===== src/rtl/uart_rx_if.sv =====
// Serial input and received-byte outputs of the UART receiver.
// slave is the receiver side; master is the line driver / byte consumer.
interface uart_rx_if;
    logic       rx_i;
    logic [7:0] data_o;
    logic       rx_done;
    logic       frame_err;

    modport master (output rx_i, input data_o, input rx_done, input frame_err);
    modport slave  (input rx_i, output data_o, output rx_done, output frame_err);
endinterface


===== src/rtl/uart_rx.sv =====
// 8N1 UART receiver: mid-bit sampling, one-cycle rx_done / frame_err pulses.
// rst_n is active high despite its name.
module uart_rx #(
    parameter int unsigned CLKS_PER_BIT = 434
) (
    input  logic      clk,
    input  logic      rst_n,
    uart_rx_if.slave  rx_if
);

    localparam int unsigned CNT_W = $clog2(CLKS_PER_BIT);
    localparam logic [CNT_W-1:0] HALF_M1 = CNT_W'(CLKS_PER_BIT / 2 - 1);
    localparam logic [CNT_W-1:0] FULL_M1 = CNT_W'(CLKS_PER_BIT - 1);

    typedef enum logic [2:0] {
        IDLE      = 3'd0,
        START     = 3'd1,
        DATA      = 3'd2,
        STOP      = 3'd3,
        WAIT_HIGH = 3'd4
    } state_t;

    state_t           state;
    logic [CNT_W-1:0] cnt;
    logic [2:0]       bit_idx;
    logic [7:0]       shift_q;
    logic [1:0]       sync_q;
    logic             rx_s;

    // Two-flop synchronizer; resets to the idle (high) line level.
    always_ff @(posedge clk or posedge rst_n) begin
        if (rst_n) begin
            sync_q <= 2'b11;
        end else begin
            sync_q <= {sync_q[0], rx_if.rx_i};
        end
    end

    assign rx_s = sync_q[1];

    always_ff @(posedge clk or posedge rst_n) begin
        if (rst_n) begin
            state           <= IDLE;
            cnt             <= '0;
            bit_idx         <= '0;
            shift_q         <= '0;
            rx_if.data_o    <= 8'h00;
            rx_if.rx_done   <= 1'b0;
            rx_if.frame_err <= 1'b0;
        end else begin
            rx_if.rx_done   <= 1'b0;
            rx_if.frame_err <= 1'b0;
            case (state)
                IDLE: begin
                    if (!rx_s) begin
                        state <= START;
                        cnt   <= '0;
                    end
                end
                // Half a bit in: a start bit that is already gone was a glitch.
                START: begin
                    if (cnt == HALF_M1) begin
                        cnt <= '0;
                        if (!rx_s) begin
                            state   <= DATA;
                            bit_idx <= '0;
                        end else begin
                            state <= IDLE;
                        end
                    end else begin
                        cnt <= cnt + CNT_W'(1);
                    end
                end
                DATA: begin
                    if (cnt == FULL_M1) begin
                        cnt              <= '0;
                        shift_q[bit_idx] <= rx_s;
                        if (bit_idx == 3'd7) begin
                            state <= STOP;
                        end else begin
                            bit_idx <= bit_idx + 3'd1;
                        end
                    end else begin
                        cnt <= cnt + CNT_W'(1);
                    end
                end
                STOP: begin
                    if (cnt == FULL_M1) begin
                        cnt <= '0;
                        if (rx_s) begin
                            rx_if.data_o  <= shift_q;
                            rx_if.rx_done <= 1'b1;
                            state         <= IDLE;
                        end else begin
                            rx_if.frame_err <= 1'b1;
                            state           <= WAIT_HIGH;
                        end
                    end else begin
                        cnt <= cnt + CNT_W'(1);
                    end
                end
                // A held-low line must return high before a new frame is hunted.
                WAIT_HIGH: begin
                    if (rx_s) begin
                        state <= IDLE;
                    end
                end
                default: state <= IDLE;
            endcase
        end
    end

endmodule


===== src/flat_wrapper.sv =====
// flat-port wrapper written by rule: the top's interface ports become plain ports
module uart_rx_flat 
#(
    parameter int unsigned CLKS_PER_BIT = 434
)
  (clk, rst_n, rx_if_rx_i, rx_if_data_o, rx_if_rx_done, rx_if_frame_err);
  uart_rx_if rx_if_i ();
  input  logic clk;
  input  logic rst_n;
  input wire logic [$bits(rx_if_i.rx_i)-1:0] rx_if_rx_i;
  output wire logic [$bits(rx_if_i.data_o)-1:0] rx_if_data_o;
  output wire logic [$bits(rx_if_i.rx_done)-1:0] rx_if_rx_done;
  output wire logic [$bits(rx_if_i.frame_err)-1:0] rx_if_frame_err;
  assign rx_if_i.rx_i = rx_if_rx_i;
  assign rx_if_data_o = rx_if_i.data_o;
  assign rx_if_rx_done = rx_if_i.rx_done;
  assign rx_if_frame_err = rx_if_i.frame_err;
  uart_rx #(.CLKS_PER_BIT(CLKS_PER_BIT)) u_core (.clk(clk), .rst_n(rst_n), .rx_if(rx_if_i));
endmodule

===== config.mk =====
export PLATFORM = sky130hd
export DESIGN_NAME = uart_rx_flat
export DESIGN_NICKNAME = d
export VERILOG_FILES = /design/src/rtl/uart_rx_if.sv /design/src/rtl/uart_rx.sv /design/src/flat_wrapper.sv
export SDC_FILE = /design/constraint.sdc
export NUM_CORES = 1
export LEC_CHECK = 0
export ABC_AREA = 0
export CAP_MARGIN = 20
export CELL_PAD_IN_SITES_DETAIL_PLACEMENT = 1
export CELL_PAD_IN_SITES_GLOBAL_PLACEMENT = 1
export CORE_MARGIN = 5
export CORE_UTILIZATION = 45
export DETAILED_ROUTE_END_ITERATION = 16
export HOLD_SLACK_MARGIN = 0.1
export PLACE_DENSITY = 0.83
export SLEW_MARGIN = 20
export SYNTH_ARGS = -nofsm -noshare
export SYNTH_HDL_FRONTEND = slang
export SYNTH_SLANG_ARGS = --single-unit

===== constraint.sdc =====
create_clock -name clk -period 2.35 [get_ports clk]
set_clock_uncertainty 0.2 [all_clocks]
set_input_delay 0.3525 -clock clk [delete_from_list [all_inputs] [get_ports clk]]
set_output_delay 0.3525 -clock clk [all_outputs]
set_load 0.03 [all_outputs]

==> impl_metrics.env, run 1 <==
export IMPL_dieArea_um2=5285
export IMPL_min_period_ns=2.185
export IMPL_cts_buffer_depth=2
export IMPL_yosysMostFrequentCell="dfrtp_1"
export IMPL_antenna_found_initial=0
export IMPL_final_hold_violation_count=0
export IMPL_grt_pass1_wl_um=7093
export IMPL_met2WireLength_um=2072
export IMPL_yosys_warnings=0
export IMPL_p_total_uw=1270
export IMPL_power_density_nw_per_um2=610.2
export IMPL_fp_coreArea_um2=3744
export IMPL_synth_seq_cells=35
export IMPL_synth_nets=171
export IMPL_nNetsFinal=189
export IMPL_wl_um=4073
export IMPL_max_freq_mhz=457.6
export IMPL_via_count=1361
export IMPL_antennaDiodeCount=0
export IMPL_synth_area_top_cells="dfrtp_1 (47%), mux2_2 (8.3%), ha_1 (3.5%), dfstp_2 (3.0%), o21ai_0 (2.3%)"
export IMPL_n_fill_cell=420
export IMPL_cts_tree="built"
export IMPL_maxCapViolCount=0
export IMPL_seq_area_frac_synth_pct=49.65
export IMPL_p_leak_uw=0.0009669
export IMPL_fin_area_um2=2081
export IMPL_hold_buffers=0
export IMPL_ant_nets=0
export IMPL_worst_setup_path_type="register to register"
export IMPL_num_rows=22
export IMPL_path_clk_slew_ns=0.07
export IMPL_grtUsageTotal_pct=17.15
export IMPL_syn_inst=163
export IMPL_cts_setup_buffers=0
export IMPL_synth_top_cell_area_share_pct=46.68
export IMPL_wl_met3_um=149
export IMPL_period_share_pct=92.98
export IMPL_worstMarginPinSlew_ns=0.4629
export IMPL_synth_edff_count=0
export IMPL_synth_ff_type="dfrtp_1"
export IMPL_hp_class="register to register"
export IMPL_synthArstFlopShare_pct=100.0
export IMPL_grt_pass1_vias=1509
export IMPL_top_layer_used="met4"
export IMPL_vias_per_cell=5.917
export IMPL_grt_ovfl_total=0
export IMPL_ys_types=45
export IMPL_post_cts_resized=0
export IMPL_peakVddDrop_mv=0.3848
export IMPL_crit_required_ns=2.32
export IMPL_cp_arrival_ns=2.16
export IMPL_wl_per_cell_um=17.71
export IMPL_cp_start_kind="register"
export IMPL_io_pins=13
export IMPL_rsz0062_at_grt="no"
export IMPL_status="completed"
export IMPL_crit_fanout=8
export IMPL_dpl_instance_area_um2=1948
export IMPL_cts_root_buf="clkbuf_8"
export IMPL_cts_sinks=35
export IMPL_crit_path_end_kind="register"
export IMPL_setup_slack_ns=0.1649
export IMPL_synth_cells_most_frequent="dfrtp_1 (33), mux2_2 (13), nand2_1 (10)"
export IMPL_initial_core_util_pct=47.26
export IMPL_setup_violations_final=0
export IMPL_drtIter0Drc=73
export IMPL_numCtsBuffers=5
export IMPL_layout_drive_gt1_share_pct=18.13
export IMPL_met1_length_um=1821
export IMPL_syn_avg_cell_area_um2=10.85
export IMPL_grt_start_max_net_pins=36
export IMPL_place_ws_ns=0.1869
export IMPL_yosysTopAreaCell="dfrtp_1"
export IMPL_h_tree_depth=2
export IMPL_slew_headroom_pct=68.90
export IMPL_slew_violations=0
export IMPL_numPortBuffers=12
export IMPL_area_delta_synth_final_pct=17.61
export IMPL_dr_pass1_iters=6
export IMPL_whs_ns=0.1569
export IMPL_clk_latency_ns=0.29
export IMPL_setup_tns_ns=0
export IMPL_drc=0
export IMPL_place_hpwl_um=2920
export IMPL_die_w_um=72.70
export IMPL_die_h_um=72.70
export IMPL_netlist_area_um2=1769
export IMPL_gp_congestion=0.8266
[state kept, by name, indices dropped and copies added (netlist names)]
signal and flops:
u_core.rx_if.rx_done 1, u_core.bit_idx 3, u_core.sync_q 2, u_core.rx_if.data_o 8, u_core.shift_q 8, u_core.rx_if.frame_err 1
u_core.state 3, u_core.cnt 9
[where the power goes]
part | leakage, µW | total, µW | switching (µW) | internal [µW]
clock network | 0.0000654 | 643 | 219 | 424
registers | 0.000467 | 610 | 4.22 | 605
logic | 0.000434 | 17.4 | 12.5 | 4.91
total | 0.000967 | 1270 | 235 | 1030
[layout make-up]
class | count | area (µm²) | share of cell area, %
well taps | 48 | 60.06 | 2.886
clock buffers | 6 | 72.57 | 3.488
inverters | 9 | 33.78 | 1.624
repair buffers | 16 | 150.1 | 7.216
multi-input cells | 114 | 825.8 | 39.69
flip-flops and latches | 35 | 878.3 | 42.21
clock inverters | 2 | 60.06 | 2.886
[path summary, 6_finish.rpt]
kind                                  startpoint                     end  slack [ns]  cells after the start
min in group asynchronous                  rst_n  u_core.rx_if.data_o[0]        0.25                      3
worst min-delay path            u_core.sync_q[0]        u_core.sync_q[1]        0.16                      0
worst max-delay path               u_core.cnt[1]  u_core.rx_if.data_o[2]        0.16                      6
max in group asynchronous                  rst_n        u_core.sync_q[1]        1.34                      3
worst min register to register  u_core.sync_q[0]        u_core.sync_q[1]        0.16                      0
worst max register to register     u_core.cnt[1]  u_core.rx_if.data_o[2]        0.16                      6
[metal layers]
| layer | track usage (%) | up-vias |
|---|---|---|
| li1 | - | 625 |
| met1 | 20.86 | 699 |
| met2 | 29.56 | 30 |
| met3 | 4.683 | 7 |
| met4 | 5.123 | 0 |
| met5 | 0 | - |
[cells in the final DEF, fill, tap and decap left out, drive strengths merged, types with 6 or more instances in the layout]
cell type	Yosys	routed
a21oi	7	7
clkdlybuf4s50	0	12
inv	9	9
nand3	7	7
dfrtp	33	33
clkbuf	2	6
o21ai	8	8
nand2	10	10
mux2	16	16
nor2	10	10
nor3	6	6
[logic make-up (layout without fill, tap and decap cells)]
family | Yosys count | after routing | share of synthesized area, %
DFF | 35 | 35 | 49.65
xor gates and xnor gates | 1 | 1 | 0.4951
adders and majority gates | 5 | 5 | 3.536
and+or+nand+nor | 58 | 58 | 18.81
AOI/OAI and AO/OA | 34 | 34 | 13.65
muxes | 16 | 16 | 10.18
buffers and inverters | 14 | 33 | 3.677
[stage by stage]
stage,util (%),std cells
5_1_grt,55.58,230
3_3_place_gp,52.04,222
4_1_cts,55.58,230
2_1_floorplan,-,163
3_5_place_dp,52.04,222
6_report,55.58,230
[critical path, cell delays in order (launching register included)]
cell and delay, ns:
dfrtp_1 0.40, inv_1 0.11, ha_1 0.17, and4b_4 0.26, and2_4 0.17, and3_1 0.38
mux2_2 0.38
Power figures use the tool's default switching activity.
==> run 2, diff against run 1 <==
--- a/config.mk
+++ b/config.mk
@@ -13,7 +13,7 @@
 export CORE_UTILIZATION = 45
 export DETAILED_ROUTE_END_ITERATION = 16
 export HOLD_SLACK_MARGIN = 0.1
-export PLACE_DENSITY = 0.83
+export PLACE_DENSITY_LB_ADDON = 0.1
 export SLEW_MARGIN = 20
 export SYNTH_ARGS = -nofsm -noshare
 export SYNTH_HDL_FRONTEND = slang
==> run 2 against run 1 <==
- first-iteration DRC count shrank 18%
- cell count increased by 0.87%
- clock-buffer cell count shrank 1
- combinational power increased by 10%
- via count shrank 4.0%
- clock power is 17% lower
- wire length decreased by 4.1%
- critical endpoint is now u_core.rx_if.data_o[5]
==> impl_metrics.env, run 2 (synthesis results as in run 1) <==
export IMPL_p_leak_uw=0.0009686
export IMPL_ant_nets=0
export IMPL_slowest_stage="dfrtp_1"
export IMPL_cpPeakStageDelay_ns=0.40
export IMPL_antennaDiodeCount=0
export IMPL_period_share_pct=92.58
export IMPL_fp_coreArea_um2=3744
export IMPL_cts_setup_buffers=0
export IMPL_antenna_found_initial=0
export IMPL_grt_pass1_vias=1427
export IMPL_drc=0
export IMPL_hp_class="register to register"
export IMPL_final_hold_violation_count=0
export IMPL_slew_headroom_pct=65.81
export IMPL_h_tree_depth=2
export IMPL_cts_sinks=35
export IMPL_fin_util_pct=55.45
export IMPL_slew_violations=0
export IMPL_min_period_ns=2.176
export IMPL_layout_drive_gt1_share_pct=19.57
export IMPL_io_pins=13
export IMPL_status="completed"
export IMPL_post_cts_resized=0
export IMPL_maxCapViolCount=0
export IMPL_place_hpwl_um=2890
export IMPL_grt_start_max_net_pins=25
export IMPL_largest_reg_flops=9
export IMPL_setup_tns_ns=0
export IMPL_layout_commonest_cell="dfrtp_1"
export IMPL_numPortBuffers=12
export IMPL_gp_congestion=0.8351
export IMPL_layout_common_cells="dfrtp_1 (33), mux2_2 (13), clkdlybuf4s50_1 (12)"
export IMPL_die_w_um=72.70
export IMPL_peakVddDrop_mv=0.3601
export IMPL_worst_setup_path_type="register to register"
export IMPL_crit_fanout=8
export IMPL_worstMarginPinSlew_ns=0.5089
export IMPL_dr_pass1_iters=4
export IMPL_reg_top3="u_core.cnt (9), u_core.rx_if.data_o (8), u_core.shift_q (8)"
export IMPL_num_rows=22
export IMPL_largest_register="u_core.cnt"
export IMPL_clk_latency_ns=0.29
export IMPL_vias_per_cell=5.634
export IMPL_power_density_nw_per_um2=561.0
export IMPL_setup_violations_final=0
export IMPL_path_cells="inv_1 -> ha_1 -> and4b_4 -> and2_4 -> and3_1 -> mux2_2"
export IMPL_crit_required_ns=2.32
export IMPL_cts_tree="built"
export IMPL_cts_buffer_depth=2
export IMPL_wl_per_cell_um=16.84
export IMPL_max_freq_mhz=459.6
export IMPL_cts_root_buf="clkbuf_8"
export IMPL_dieArea_um2=5285
export IMPL_cp_arrival_ns=2.15
export IMPL_nNetsFinal=191
export IMPL_area_delta_synth_final_pct=17.33
export IMPL_die_h_um=72.70
export IMPL_numCtsBuffers=5
export IMPL_path_clk_slew_ns=0.07
export IMPL_initial_core_util_pct=47.26
export IMPL_via_count=1307
export IMPL_cp_start_kind="register"
export IMPL_grt_pass1_wl_um=6886
export IMPL_grt_ovfl_total=0
export IMPL_n_fill_cell=437
export IMPL_grtUsageTotal_pct=16.83
export IMPL_wl_um=3907
export IMPL_drtIter0Drc=60
export IMPL_hold_buffers=0
export IMPL_p_total_uw=1165
export IMPL_rsz0062_at_grt="no"
export IMPL_crit_path_end_kind="register"
[run 2: changes by cell type in the layout (fill, tap and decap cells not counted)]
| cell | before | now |
|---|---|---|
| buf_4 | 4 | 6 |
| bufinv_16 | 2 | 1 |
| clkbuf_1 | 1 | 0 |
| clkinv_2 | 0 | 1 |
| clkinv_4 | 0 | 1 |
[run 2: final cells by class]
cell class                 count  area [µm²]  share of cell area (%)
tap                           48       60.06                   2.893
multi-input combinational    114       825.8                   39.78
timing repair buffer          18       165.2                   7.957
sequential                    35       878.3                   42.31
clock buffer                   5       68.82                   3.315
inverter                       9       33.78                   1.627
clock inverter                 3       43.79                   2.110
[run 2: worst paths after layout]
| check | startpoint | endpoint | slack (ns) | cells past startpoint |
|---|---|---|---|---|
| max reg2reg | u_core.cnt[1] | u_core.rx_if.data_o[5] | 0.17 | 6 |
| max in group asynchronous | rst_n | u_core.rx_if.data_o[4] | 1.47 | 3 |
| min reg2reg | u_core.sync_q[0] | u_core.sync_q[1] | 0.16 | 0 |
| min in group asynchronous | rst_n | u_core.cnt[6] | 0.18 | 3 |
| max | u_core.cnt[1] | u_core.rx_if.data_o[5] | 0.17 | 6 |
| min | u_core.sync_q[0] | u_core.sync_q[1] | 0.16 | 0 |
[run 2: through the flow]
step                      worst slack, ns  hold WS [ns]  std cells  instance area [µm²]
after floorplan                    0.4469        0.1452        163                 1769
after global placement             0.2375        0.1481        224                 1963
after detailed placement           0.1736        0.1532        224                 1963
after CTS                          0.1572        0.1657        232                 2076
after global routing              0.09103        0.1704        232                 2076
final                              0.1743        0.1639        232                 2076
[run 2: where the power goes]
group	total, µW	leakage, µW	internal [µW]	switching [µW]
Combinational	19.2	0.000443	6.06	13.2
Clock	536	0.0000581	316	220
Sequential	609	0.000467	605	4.15
[run 2: layer usage]
metal | vias to the layer above | GRT usage, % | routed length [µm]
met5 | - | 0 | 0
met2 | 18 | 25.85 | 1787
met4 | 0 | 4.713 | 49
met1 | 647 | 22.90 | 1951
li1 | 635 | - | -
met3 | 7 | 5.234 | 119
[run 2: critical path: cells and delay by family (launching register included)]
family	cells	cell delay, ns
adder cells (fa/ha/maj)	1	0.15
buffers and inverters	1	0.11
flip-flops	1	0.40
multiplexers	1	0.39
AND/OR/NAND/NOR	3	0.81
